$ cat config.mk
export PLATFORM = sky130hd
export DESIGN_NAME = conv_mc_engine
export DESIGN_NICKNAME = d
export VERILOG_FILES = /design/src/rtl/conv_pkg.sv /design/src/rtl/mac_unit.sv /design/src/rtl/conv_mc_engine.sv
export SDC_FILE = /design/constraint.sdc
export NUM_CORES = 1
export LEC_CHECK = 0
export ABC_AREA = 0
export BUFFER_PORTS_ARGS = -buffer_cell sky130_fd_sc_hd__clkbuf_2
export CORE_MARGIN = 4
export CORE_UTILIZATION = 40
export CTS_BUF_LIST = sky130_fd_sc_hd__clkbuf_16
export DETAILED_ROUTE_END_ITERATION = 16
export PLACE_DENSITY = 0.64
export SLEW_MARGIN = 20
export SYNTH_ARGS = -nofsm -noshare
export SYNTH_HDL_FRONTEND = slang
export SYNTH_SLANG_ARGS = --single-unit
$ cat constraint.sdc
create_clock -name i_clk -period 9.8 [get_ports i_clk]
set_input_delay 0.98 -clock i_clk [delete_from_list [all_inputs] [get_ports i_clk]]
set_output_delay 0.98 -clock i_clk [all_outputs]
set_load 0.05 [all_outputs]
$ cat src/rtl/conv_pkg.sv
// Shared definitions for the multi-channel convolution engine: FSM encoding
// and elaboration-time geometry helpers.
package conv_pkg;

    typedef enum logic [2:0] {
        IDLE  = 3'd0,
        RUN   = 3'd1,
        DRAIN = 3'd2,
        OUT   = 3'd3,
        DONE  = 3'd4
    } conv_state_t;

    function automatic int out_size(input int n, input int k, input int p, input int s);
        return ((n - k + 2 * p) / s) + 1;
    endfunction

    // Width needed to index `depth` entries; never below one bit.
    function automatic int addr_w(input int depth);
        return (depth <= 1) ? 1 : $clog2(depth);
    endfunction

endpackage

$ cat src/rtl/mac_unit.sv
// Signed multiply-accumulate stage; the next accumulator value is exported so
// the final tap can be captured in the same edge that folds it in.
module mac_unit
#(
    parameter int DATA_W = 16,
    parameter int ACC_W  = 48
)
(
    input  logic                     i_clk,
    input  logic                     i_rst,
    input  logic                     i_en,
    input  logic                     i_clr,
    input  logic                     i_pad,
    input  logic signed [DATA_W-1:0] i_a,
    input  logic signed [DATA_W-1:0] i_b,
    output logic signed [ACC_W-1:0]  o_acc_next
);

    logic signed [2*DATA_W-1:0] prod;
    logic signed [ACC_W-1:0]    prod_ext;
    logic signed [ACC_W-1:0]    acc_base;
    logic signed [ACC_W-1:0]    acc;

    always_comb begin
        prod       = i_a * i_b;
        prod_ext   = i_pad ? '0 : ACC_W'(prod);
        acc_base   = i_clr ? '0 : acc;
        o_acc_next = i_en ? (acc_base + prod_ext) : acc;
    end

    always_ff @(posedge i_clk) begin
        if (i_rst) begin
            acc <= '0;
        end else begin
            acc <= o_acc_next;
        end
    end

endmodule

$ cat src/rtl/conv_mc_engine.sv
// Multi-channel 2D convolution engine: walks output pixels in raster order,
// streams one BRAM read pair per cycle into the MAC and emits each result.
//
//   state | meaning
//   IDLE  | waiting for i_go
//   RUN   | issuing one fm/weight read pair per cycle (c, kr, kc)
//   DRAIN | last read returning; result captured on exit
//   OUT   | o_valid held until i_ready
//   DONE  | one-cycle o_done pulse
module conv_mc_engine
    import conv_pkg::*;
#(
    parameter int DATA_W      = 16,
    parameter int ACC_W       = 48,
    parameter int KERNEL_SIZE = 3,
    parameter int FM_SIZE     = 8,
    parameter int PADDING     = 1,
    parameter int STRIDE      = 1,
    parameter int IN_CH       = 2,
    parameter int RELU        = 0
)
(
    input  logic                                           i_clk,
    input  logic                                           i_rst,
    input  logic                                           i_go,
    output logic [addr_w(IN_CH*FM_SIZE*FM_SIZE)-1:0]       o_fm_addr,
    input  logic signed [DATA_W-1:0]                       i_fm_data,
    output logic [addr_w(IN_CH*KERNEL_SIZE*KERNEL_SIZE)-1:0] o_w_addr,
    input  logic signed [DATA_W-1:0]                       i_w_data,
    output logic signed [ACC_W-1:0]                        o_result,
    output logic                                           o_valid,
    input  logic                                           i_ready,
    output logic                                           o_busy,
    output logic                                           o_done
);

    localparam int OUT_SIZE = out_size(FM_SIZE, KERNEL_SIZE, PADDING, STRIDE);
    localparam int FM_AW    = addr_w(IN_CH * FM_SIZE * FM_SIZE);
    localparam int W_AW     = addr_w(IN_CH * KERNEL_SIZE * KERNEL_SIZE);
    localparam int CH_W     = addr_w(IN_CH);
    localparam int K_W      = addr_w(KERNEL_SIZE);
    localparam int O_W      = addr_w(OUT_SIZE);

    conv_state_t state, next_state;

    logic [CH_W-1:0] ch;
    logic [K_W-1:0]  kr, kc;
    logic [O_W-1:0]  ox, oy;

    logic last_tap, first_tap, last_pix, xfer;
    logic tap_pad;
    int   row, col, fm_lin, w_lin;

    logic tap_vld_d, tap_first_d, tap_pad_d;
    logic signed [ACC_W-1:0] acc_next;

    assign last_tap  = (ch == CH_W'(IN_CH - 1)) && (kr == K_W'(KERNEL_SIZE - 1)) &&
                       (kc == K_W'(KERNEL_SIZE - 1));
    assign first_tap = (ch == '0) && (kr == '0) && (kc == '0);
    assign last_pix  = (ox == O_W'(OUT_SIZE - 1)) && (oy == O_W'(OUT_SIZE - 1));
    assign xfer      = (state == OUT) && i_ready;

    always_ff @(posedge i_clk) begin
        if (i_rst) begin
            state <= IDLE;
        end else begin
            state <= next_state;
        end
    end

    always_comb begin
        next_state = state;
        unique case (state)
            IDLE:    if (i_go) next_state = RUN;
            RUN:     if (last_tap) next_state = DRAIN;
            DRAIN:   next_state = OUT;
            OUT:     if (i_ready) next_state = last_pix ? DONE : RUN;
            DONE:    next_state = IDLE;
            default: next_state = IDLE;
        endcase
    end

    // Window origin is (oy*S - P, ox*S - P); taps landing in the pad ring
    // read address 0 and are zeroed in the MAC.
    always_comb begin
        row     = int'(oy) * STRIDE - PADDING + int'(kr);
        col     = int'(ox) * STRIDE - PADDING + int'(kc);
        tap_pad = (row < 0) || (row >= FM_SIZE) || (col < 0) || (col >= FM_SIZE);
        fm_lin  = int'(ch) * FM_SIZE * FM_SIZE + row * FM_SIZE + col;
        w_lin   = int'(ch) * KERNEL_SIZE * KERNEL_SIZE + int'(kr) * KERNEL_SIZE + int'(kc);
    end

    always_comb begin
        o_fm_addr = '0;
        o_w_addr  = '0;
        if (state == RUN) begin
            o_fm_addr = tap_pad ? '0 : FM_AW'(fm_lin);
            o_w_addr  = W_AW'(w_lin);
        end
        o_valid = (state == OUT);
        o_busy  = (state != IDLE);
        o_done  = (state == DONE);
    end

    always_ff @(posedge i_clk) begin
        if (i_rst || state == IDLE) begin
            ch <= '0;
            kr <= '0;
            kc <= '0;
            ox <= '0;
            oy <= '0;
        end else begin
            if (state == RUN) begin
                if (kc == K_W'(KERNEL_SIZE - 1)) begin
                    kc <= '0;
                    if (kr == K_W'(KERNEL_SIZE - 1)) begin
                        kr <= '0;
                        ch <= (ch == CH_W'(IN_CH - 1)) ? '0 : ch + CH_W'(1);
                    end else begin
                        kr <= kr + K_W'(1);
                    end
                end else begin
                    kc <= kc + K_W'(1);
                end
            end
            if (xfer) begin
                if (ox == O_W'(OUT_SIZE - 1)) begin
                    ox <= '0;
                    oy <= (oy == O_W'(OUT_SIZE - 1)) ? '0 : oy + O_W'(1);
                end else begin
                    ox <= ox + O_W'(1);
                end
            end
        end
    end

    // Tap qualifiers travel alongside the 1-cycle BRAM read latency.
    always_ff @(posedge i_clk) begin
        if (i_rst) begin
            tap_vld_d   <= 1'b0;
            tap_first_d <= 1'b0;
            tap_pad_d   <= 1'b0;
        end else begin
            tap_vld_d   <= (state == RUN);
            tap_first_d <= (state == RUN) && first_tap;
            tap_pad_d   <= tap_pad;
        end
    end

    mac_unit #(
        .DATA_W (DATA_W),
        .ACC_W  (ACC_W)
    ) u_mac (
        .i_clk      (i_clk),
        .i_rst      (i_rst),
        .i_en       (tap_vld_d),
        .i_clr      (tap_first_d),
        .i_pad      (tap_pad_d),
        .i_a        (i_fm_data),
        .i_b        (i_w_data),
        .o_acc_next (acc_next)
    );

    always_ff @(posedge i_clk) begin
        if (i_rst) begin
            o_result <= '0;
        end else if (state == DRAIN) begin
            o_result <= (RELU != 0 && acc_next[ACC_W-1]) ? '0 : acc_next;
        end
    end

endmodule

==> impl_metrics.env <==
export IMPL_status="completed"
export IMPL_fp_dieW_um=220
export IMPL_synthArstFlopShare_pct=0
export IMPL_place_hpwl_um=36300
export IMPL_firstDrtPassIters=5
export IMPL_max_clock_freq_mhz=107
export IMPL_post_cts_setup_buffer_count=0
export IMPL_clk_pin_slew_ps=60
export IMPL_ios=99
export IMPL_synth_flop_cell="dfxtp_1"
export IMPL_core_area_sq_um=44200
export IMPL_synth_top_cell_area_share_pct=30.2
export IMPL_start_util_pct=40.5
export IMPL_hold_viol_final=0
export IMPL_holdPathStages=2
export IMPL_vias=14500
export IMPL_overflow=0
export IMPL_root_buffer="clkbuf_16"
export IMPL_hold_path_class="reg2reg"
export IMPL_clock_skew_ps=7.28
export IMPL_cts_resized=0
export IMPL_finalMaxSlewViolations=0
export IMPL_slowest_stage="fa_1"
export IMPL_drt_total_wl_um=44300
export IMPL_syn_nets=2583
export IMPL_startpoint_type="input port"
export IMPL_fp_dieH_um=220
export IMPL_drtIter0Drc=762
export IMPL_yosys_top_cells_count="inv_1, fa_1, nand2_1"
export IMPL_post_synth_top_area_cell="fa_1"
export IMPL_final_nets=2655
export IMPL_drc=0
export IMPL_grt_usage_pct=19.1
export IMPL_seq_area_frac_synth_pct=12.6
export IMPL_syn_area_sq_um=17900
export IMPL_synth_edf_count=0
export IMPL_rr_worst_depth=15
export IMPL_max_stage_delay_ps=560
export IMPL_clock_path_buffers=2
export IMPL_register_area_sq_um=2260
export IMPL_grt_pass1_vias=15100
export IMPL_rows=77
export IMPL_ctsHoldBuffers=0
export IMPL_viasPerCell=5.17
export IMPL_path_class="in2reg"
export IMPL_grt_pass1_wl_um=76000
export IMPL_cpMostUsedCell="fa_1"
export IMPL_antenna_found_initial=0
export IMPL_netlist_instances=2125
export IMPL_grt_max_degree=87
export IMPL_numCtsBuffers=17
export IMPL_max_cap_violations=0
export IMPL_cp_max_fo=16
export IMPL_syn_avg_cell_area_sq_um=8.44
export IMPL_fin_util_pct=44.7
export IMPL_rsz0062_at_grt="no"
export IMPL_fin_area_sq_um=19800
export IMPL_cts_max_level=4
export IMPL_multi_input_area_sq_um=14100
export IMPL_wl_per_cell_um=15.8
export IMPL_clk_latency_ps=420
export IMPL_yosys_top_cells_area="fa_1, dfxtp_1, ha_1"
export IMPL_port_buffers=98
export IMPL_max_slew_margin_pct=35.3
export IMPL_ys_types=72
export IMPL_layout_min_cycle_time_ps=9360
export IMPL_syn_to_final_growth_pct=10.3
export IMPL_dpl_cell_area_sq_um=19200
export IMPL_cts_sinks=113
export IMPL_cts_tree="built"
export IMPL_fillers=4309
export IMPL_drive_gt1_share_pct=9.00
export IMPL_postRouteAntennaNets=0
export IMPL_tightestPinTransition_ps=970
export IMPL_ys_ff_latch=113
export IMPL_setup_violations=0
export IMPL_routabilityCongestion=0.887
export IMPL_yosysWarnings=0
export IMPL_hold_ws_ps=478
export IMPL_timing_final_crit_share_pct=95.5
export IMPL_worstSetupEndpointType="register"
export IMPL_worst_ep_required_time_ps=10100
export IMPL_die_area_sq_um=48300
export IMPL_arrival_ps=9660
export IMPL_yosysMostFrequentCell="inv_1"
per-stage QoR:
step           TNS (ps)  setup WS (ps)  instances
2_1_floorplan         0            516       2125
3_3_place_gp          0            154       2770
3_5_place_dp      -7.68          -7.68       2770
4_1_cts               0            371       2802
5_1_grt               0           14.2       2802
6_report              0            440       2803
worst paths after layout:
kind / from / endpoint / slack [ps]
min reg2reg: u_mac.acc[42] / u_mac.acc[42] / 480
min: u_mac.acc[42] / u_mac.acc[42] / 480
max: i_w_data[6] / o_result[47] / 440
max reg2reg: tap_pad_d / o_result[47] / 5510
layer usage:
metal  routed length, um  global-route usage, %  up-vias
li1                    -                      -     6992
met3                2390                   2.50       59
met2               20200                   30.9      361
met1               21000                   27.5     7079
met4                 671                   4.06        0
met5                   0                      0        -
sequential cells by signal, summed over array words and instances (netlist names):
signal       cells
ox               3
o_result        48
tap_first_d      1
u_mac.acc       48
kr               2
state            3
kc               2
oy               3
ch               1
tap_vld_d        1
tap_pad_d        1
cells by family (layout without fill, tap and decap cells):
family / Yosys count / in the layout / synth area share, %
muxes: 37 / 37 / 2.10
other: 0 / 1 / 0
adders and majority gates: 422 / 422 / 40.8
DFF: 113 / 113 / 12.6
xor gates and xnor gates: 77 / 77 / 3.76
AOI/OAI and AO/OA: 354 / 354 / 12.9
buffers and inverters: 432 / 517 / 9.05
and+or+nand+nor: 690 / 690 / 18.8
final cells by class:
cell class / instances / share of cell area, %
inverter: 340 / 6.46
antenna: 1 / 0.0127
clock inverter: 15 / 0.798
tap: 592 / 3.75
multi-input combinational: 1580 / 71.1
timing repair buffer: 145 / 4.27
sequential: 113 / 11.5
clock buffer: 17 / 2.15
critical path, delay by kind of cell:
kind,cells,cell delay (ps)
fa+ha+maj,8,3760
compound gates,11,2220
simple gates,7,1840
buf+inv,5,450
mux,1,400
cells in the final DEF (no fill, tap or decap), types with 47 or more instances in the layout:
cell type and count:
inv_1 340, fa_1 269, nand2_1 191, nor2_1 178, ha_1 151, and2_1 127, dfxtp_1 112, a21oi_1 101
clkbuf_2 97, o21ai_0 61, nor2b_1 60, buf_4 47
Power is left out: the tool's default activity adds up to more than one toggle a clock period on the data nets, which glitch-free logic cannot reach.
